[src/rtl/alu_req_arbiter.sv]
// Round-robin front end that time-shares one combinational ALU between two requesters and
// returns each captured result on a valid/ready response channel tagged with the requester id.
module alu_req_arbiter #(
  parameter int WIDTH  = 16,
  parameter int SETTLE = 2
) (
  input  logic             clk,
  input  logic             rst,
  input  logic             req0_valid,
  output logic             req0_ready,
  input  logic [WIDTH-1:0] req0_a,
  input  logic [WIDTH-1:0] req0_b,
  input  logic [1:0]       req0_sel,
  input  logic             req1_valid,
  output logic             req1_ready,
  input  logic [WIDTH-1:0] req1_a,
  input  logic [WIDTH-1:0] req1_b,
  input  logic [1:0]       req1_sel,
  output logic [WIDTH-1:0] alu_a,
  output logic [WIDTH-1:0] alu_b,
  output logic [1:0]       alu_sel,
  input  logic [WIDTH-1:0] alu_out,
  input  logic             alu_ovf,
  output logic             rsp_valid,
  input  logic             rsp_ready,
  output logic [WIDTH-1:0] rsp_data,
  output logic             rsp_ovf,
  output logic             rsp_dz,
  output logic             rsp_id
);

  typedef enum logic [1:0] {
    IDLE = 2'd0,
    EXEC = 2'd1,
    RESP = 2'd2
  } state_t;

  localparam logic [1:0] SEL_DIV  = 2'b11;
  localparam logic [3:0] CNT_LOAD = 4'(SETTLE - 1);

  state_t           state_q, state_d;
  logic [3:0]       cnt_q, cnt_d;
  logic             rr_q, rr_d;  // 1: req1 wins a tie
  logic [WIDTH-1:0] alu_a_q, alu_a_d;
  logic [WIDTH-1:0] alu_b_q, alu_b_d;
  logic [1:0]       alu_sel_q, alu_sel_d;
  logic             op_id_q, op_id_d;
  logic             rsp_valid_q, rsp_valid_d;
  logic [WIDTH-1:0] rsp_data_q, rsp_data_d;
  logic             rsp_ovf_q, rsp_ovf_d;
  logic             rsp_dz_q, rsp_dz_d;
  logic             rsp_id_q, rsp_id_d;

  logic grant0, grant1, dz;

  always_comb begin
    grant0 = 1'b0;
    grant1 = 1'b0;
    if (state_q == IDLE) begin
      grant0 = req0_valid && (!req1_valid || !rr_q);
      grant1 = req1_valid && (!req0_valid || rr_q);
    end
  end

  assign req0_ready = grant0;
  assign req1_ready = grant1;

  assign dz = (alu_sel_q == SEL_DIV) && (alu_b_q == '0);

  always_comb begin
    // NOTE: every _d defaults to its _q first, so no branch can leave a latch behind.
    state_d     = state_q;
    cnt_d       = cnt_q;
    rr_d        = rr_q;
    alu_a_d     = alu_a_q;
    alu_b_d     = alu_b_q;
    alu_sel_d   = alu_sel_q;
    op_id_d     = op_id_q;
    rsp_valid_d = rsp_valid_q;
    rsp_data_d  = rsp_data_q;
    rsp_ovf_d   = rsp_ovf_q;
    rsp_dz_d    = rsp_dz_q;
    rsp_id_d    = rsp_id_q;

    case (state_q)
      IDLE: begin
        if (grant0 || grant1) begin
          alu_a_d   = grant1 ? req1_a : req0_a;
          alu_b_d   = grant1 ? req1_b : req0_b;
          alu_sel_d = grant1 ? req1_sel : req0_sel;
          op_id_d   = grant1;
          rr_d      = !grant1;  // next tie goes to whoever was not just served
          cnt_d     = CNT_LOAD;
          state_d   = EXEC;
        end
      end
      EXEC: begin
        if (cnt_q != 4'd0) begin
          cnt_d = cnt_q - 4'd1;
        end else begin
          rsp_id_d = op_id_q;
          rsp_dz_d = dz;
          if (dz) begin
            rsp_data_d = '1;
            rsp_ovf_d  = 1'b1;
          end else begin
            rsp_data_d = alu_out;
            // The ALU's flag carries no meaning for a legal divide.
            rsp_ovf_d  = (alu_sel_q == SEL_DIV) ? 1'b0 : alu_ovf;
          end
          rsp_valid_d = 1'b1;
          state_d     = RESP;
        end
      end
      RESP: begin
        if (rsp_ready) begin
          rsp_valid_d = 1'b0;
          state_d     = IDLE;
        end
      end
      default: state_d = IDLE;
    endcase
  end

  // NOTE: all state is written with non-blocking assignments so every flop samples pre-edge values.
  always_ff @(posedge clk) begin
    if (rst) begin
      state_q     <= IDLE;
      cnt_q       <= 4'd0;
      rr_q        <= 1'b0;
      alu_a_q     <= '0;
      alu_b_q     <= '0;
      alu_sel_q   <= 2'b00;
      op_id_q     <= 1'b0;
      rsp_valid_q <= 1'b0;
      rsp_data_q  <= '0;
      rsp_ovf_q   <= 1'b0;
      rsp_dz_q    <= 1'b0;
      rsp_id_q    <= 1'b0;
    end else begin
      state_q     <= state_d;
      cnt_q       <= cnt_d;
      rr_q        <= rr_d;
      alu_a_q     <= alu_a_d;
      alu_b_q     <= alu_b_d;
      alu_sel_q   <= alu_sel_d;
      op_id_q     <= op_id_d;
      rsp_valid_q <= rsp_valid_d;
      rsp_data_q  <= rsp_data_d;
      rsp_ovf_q   <= rsp_ovf_d;
      rsp_dz_q    <= rsp_dz_d;
      rsp_id_q    <= rsp_id_d;
    end
  end

  assign alu_a     = alu_a_q;
  assign alu_b     = alu_b_q;
  assign alu_sel   = alu_sel_q;
  assign rsp_valid = rsp_valid_q;
  assign rsp_data  = rsp_data_q;
  assign rsp_ovf   = rsp_ovf_q;
  assign rsp_dz    = rsp_dz_q;
  assign rsp_id    = rsp_id_q;

endmodule

[config.mk]
export PLATFORM = sky130hd
export DESIGN_NAME = alu_req_arbiter
export DESIGN_NICKNAME = d
export VERILOG_FILES = /design/src/rtl/alu_req_arbiter.sv
export SDC_FILE = /design/constraint.sdc
export NUM_CORES = 1
export LEC_CHECK = 0
export ABC_CLOCK_PERIOD_IN_PS = 2300
export CAP_MARGIN = 20
export CORE_AREA = 2 2 88 81
export CTS_CLUSTER_DIAMETER = 50
export DETAILED_ROUTE_END_ITERATION = 6
export DIE_AREA = 0 0 90 83
export MAX_ROUTING_LAYER = met4
export PLACE_DENSITY_LB_ADDON = 0.1
export SYNTH_ARGS = -nofsm -noshare
export SYNTH_HDL_FRONTEND = slang
export SYNTH_SLANG_ARGS = --single-unit
[constraint.sdc]
create_clock -name clk -period 2.3 [get_ports clk]
set_clock_uncertainty 0.2 [all_clocks]
set_input_delay 0.46 -clock clk [delete_from_list [all_inputs] [get_ports clk]]
set_output_delay 0.46 -clock clk [all_outputs]
set_load 0.005 [all_outputs]
==> run summary <==
========================================================================================================
Num CTS Buffers ...........................................................................            9
Fin. Hold Viols ...........................................................................            0
Maximum fanout along the worst path .......................................................            6
Normalized max-slew margin ................................................................        67.3%
Multiplexer share of the synthesized area .................................................       0.422%
Number of buffer and inverter stages on the critical path .................................            1
Post-layout worst setup margin ............................................................     0.108 ns
Net total in the final layout .............................................................          460
Die Footprint .............................................................................     7470 um2
Number of antenna cells inserted ..........................................................            0
Routed via count ..........................................................................         2460
Max-cap viol count ........................................................................            0
Vias in the first global route ............................................................         2306
Xor and xnor fraction of the mapped netlist area ..........................................           0%
Cell taking the most area after synthesis .................................................      dfxtp_1
CP peak stage delay .......................................................................      0.50 ns
Switching share of power ..................................................................        26.6%
Number of DRC violations after detailed-routing iteration 0 ...............................          212
Net switching component of the power ......................................................     0.893 mW
GRT overflow ..............................................................................            0
Tightest Pin Transition ...................................................................     0.488 ns
Sort of element at the end of the critical path ...........................................  output port
Hold-fix buffers at CTS ...................................................................            0
DRC violations left .......................................................................            0
Number of cells in the design after placement .............................................          446
Number of H-tree branching levels .........................................................            3
Number of antenna violations at the first check in global routing .........................            0
Clock tree from TritonCTS .................................................................          yes
Routed wire length per instance ...........................................................      15.9 um
Maximum number of pins on one net before global-route repair ..............................           45
Detailed-router iteration count before antenna repair .....................................            5
Async set or reset register ratio after synthesis .........................................           0%
Setup total negative slack ................................................................         0 ns
Count of unique library cells instantiated by Yosys .......................................           33
Remaining number of nets flagged by the antenna check after routing .......................            0
Total power density per cell area .........................................................   811 nW/um2
Area contributors post-synth .............................................................. dfxtp_1 52%, a222oi_1 14%, o221a_1 7.6%
Count of final max-slew check failures ....................................................            0
Total global routing track utilization ....................................................        20.1%
Post-CTS clock slew at the launch and capture registers of the worst setup and hold paths .      0.06 ns
Number of clock sinks .....................................................................           62
Overall die width .........................................................................        90 um
Final number of setup-violating endpoints .................................................            0
Area growth, synth to finish ..............................................................        74.4%
Ys flop type ..............................................................................      dfxtp_1
Clock group share of total power ..........................................................        31.2%
EDFF count, synth .........................................................................            0
Worst-Skew Late Latency ...................................................................      0.33 ns
Final cycle utilization of the critical path ..............................................        95.3%
Fraction of layout instances using a drive strength above 1 ...............................        9.38%
Slowest CP cell ........................................................................... clkdlybuf4s50_1
Worst ir drop on vdd ......................................................................   0.000391 V
Number of ports placed on the die boundary ................................................          146
Critical path required time ...............................................................      1.64 ns
Top cell family by delay on the critical path ............................................. buffers and inverters
Post-synthesis cell count .................................................................          222
Std cell rows .............................................................................           28
Dominant combinational cell family by area after synthesis ................................ compound AO/OA/AOI/OAI gates
Unrepaired setup endpoints after global routing ...........................................        false
Worst slack after detailed placement ......................................................   -0.0566 ns
Class of the worst hold path ..............................................................   reg -> reg
Floorplan Core Area .......................................................................     6520 um2
Average footprint of a synthesized cell ...................................................     10.7 um2
Combinational cell fraction of total power ................................................        29.2%
Total nets after synthesis ................................................................          314
Maximum clock frequency ...................................................................      456 MHz
Type of origin of the critical path .......................................................         flop
Wire length of the first global-routing pass ..............................................     11800 um
Average vias per placed instance ..........................................................         5.31
Adder and majority gate portion of the synthesized area ...................................        1.05%
Port Buffers ..............................................................................          145
Power Internal ............................................................................      2.46 mW
Sequential fraction of design power .......................................................        39.6%
Leakage power .............................................................................      1.53 nW
Detailed placement HPWL ...................................................................      5190 um
Register area share after synthesis .......................................................        52.3%
Final routed wirelength across all metal layers ...........................................      7380 um
Yosys synthesis warning count .............................................................            0
Proportion of netlist area held by the largest area contributor ...........................        52.3%
Initial cell density of the core ..........................................................        36.4%
Routability-driven placement congestion ratio .............................................        0.795
Combined area of all synthesized cells ....................................................     2370 um2
Clock Tree Buf Depth ......................................................................            2
Area fraction in and, or, nand and nor cells after synthesis ..............................        13.7%
Die height ................................................................................        83 um
Post-layout min period ....................................................................      2.19 ns
Crit path DAT .............................................................................      1.53 ns
Number of synthesized register bits .......................................................           62
Critical path class .......................................................................   reg -> out
Crit-path cells ........................................................................... nor2_2 -> and3_4 -> clkdlybuf4s50_1
Compound-gate portion of the synthesized area .............................................        26.5%
Post-layout instance count excluding filler cells .........................................          463
Clock root buffer master ..................................................................     clkbuf_8
Run status ................................................................................ finished, final reports clean
========================================================================================================
worst paths after layout:
kind	from	to	slack (ns)	depth (start not counted)
setup / recovery	state_q[0]	req0_ready	0.11	3
hold / removal	rr_q	rr_q	0.29	2
setup reg to reg	alu_b[12]	rsp_data[12]	0.40	4
hold reg to reg	rr_q	rr_q	0.29	2
layout make-up:
type,instances,area [um2]
clock inverter,5,82.6
sequential,62,1240
inverter,5,18.8
tap,90,113
multi-input combinational,135,1000
timing repair buffer,155,1540
fill,587,2380
clock buffer,11,141
stage by stage:
stage	util (%)	hold WS [ns]	instance area [um2]	total power, mW
after global routing	63.5	0.317	4140	3.55
after CTS	63.4	0.293	4130	3.39
after global placement	59.9	0.252	3900	2.32
after detailed placement	59.9	0.258	3900	2.33
final	63.5	0.286	4140	3.36
after floorplan	-	0.235	2370	1.79
cell usage after synthesis (all sizes together), types with 2 or more instances:
library cell  instances
ha                    2
nand3b                2
a222oi               34
inv                   4
nor3                  3
and3                  3
nand3                 2
nand2b                3
nor4                  4
clkbuf                5
a211oi                2
dfxtp                62
o221a                17
buf                  15
a21oi                 5
o21ai                 3
nor2                 45
worst register-to-register path: stages, from the launching register on:
cell and delay (ns):
dfxtp_1 0.32, nor4_1 0.37, nand3_1 0.20, o21ai_4 0.46, o221a_1 0.28
power by group through the flow:
stage,logic [mW],registers [mW],clock network (mW)
after floorplan,0.441,1.35,0
after global placement,0.973,1.35,0
after detailed placement,0.977,1.35,0
after CTS,0.983,1.33,1.08
after global routing,1.06,1.35,1.14
final,0.979,1.33,1.05
layout by cell type (no fill, tap or decap), types with 3 or more instances in the layout:
cell type / Yosys / routed
nor3_1: 3 / 3
a21oi_1: 5 / 5
dlygate4sd2_1: 0 / 3
a222oi_1: 34 / 34
clkinvlp_4: 0 / 3
nand2b_1: 3 / 3
nor2_1: 45 / 44
clkdlybuf4s50_1: 0 / 141
dfxtp_1: 62 / 62
inv_1: 4 / 4
buf_4: 0 / 8
o221a_1: 16 / 16
clkbuf_8: 0 / 10
kinds of logic after synthesis:
group,Yosys count
buffers and inverters,25
DFF,62
and+or+nand+nor,67
muxes,1
adders and majority gates,2
AOI/OAI and AO/OA,65
metal layers:
layer	global-route usage [%]	share of wire, %
met1	26.1	46
met2	30.7	46
met3	6.81	7.4
met4	3.78	0.76
met5	-	0
flip-flops by register name, summed over array words and instances, names as in the netlist:
name,cells
alu_b,16
alu_sel,2
rsp_valid,1
op_id_q,1
alu_a,16
rsp_ovf,1
cnt_q,4
state_q,2
rsp_id,1
rr_q,1
rsp_dz,1
rsp_data,16
repair_timing:
item	4_1_cts	5_1_grt
pin swaps	0	1
resized for setup	4	1
setup endpoints to repair	2	1
setup buffers	0	1
Power figures use the tool's default switching activity.
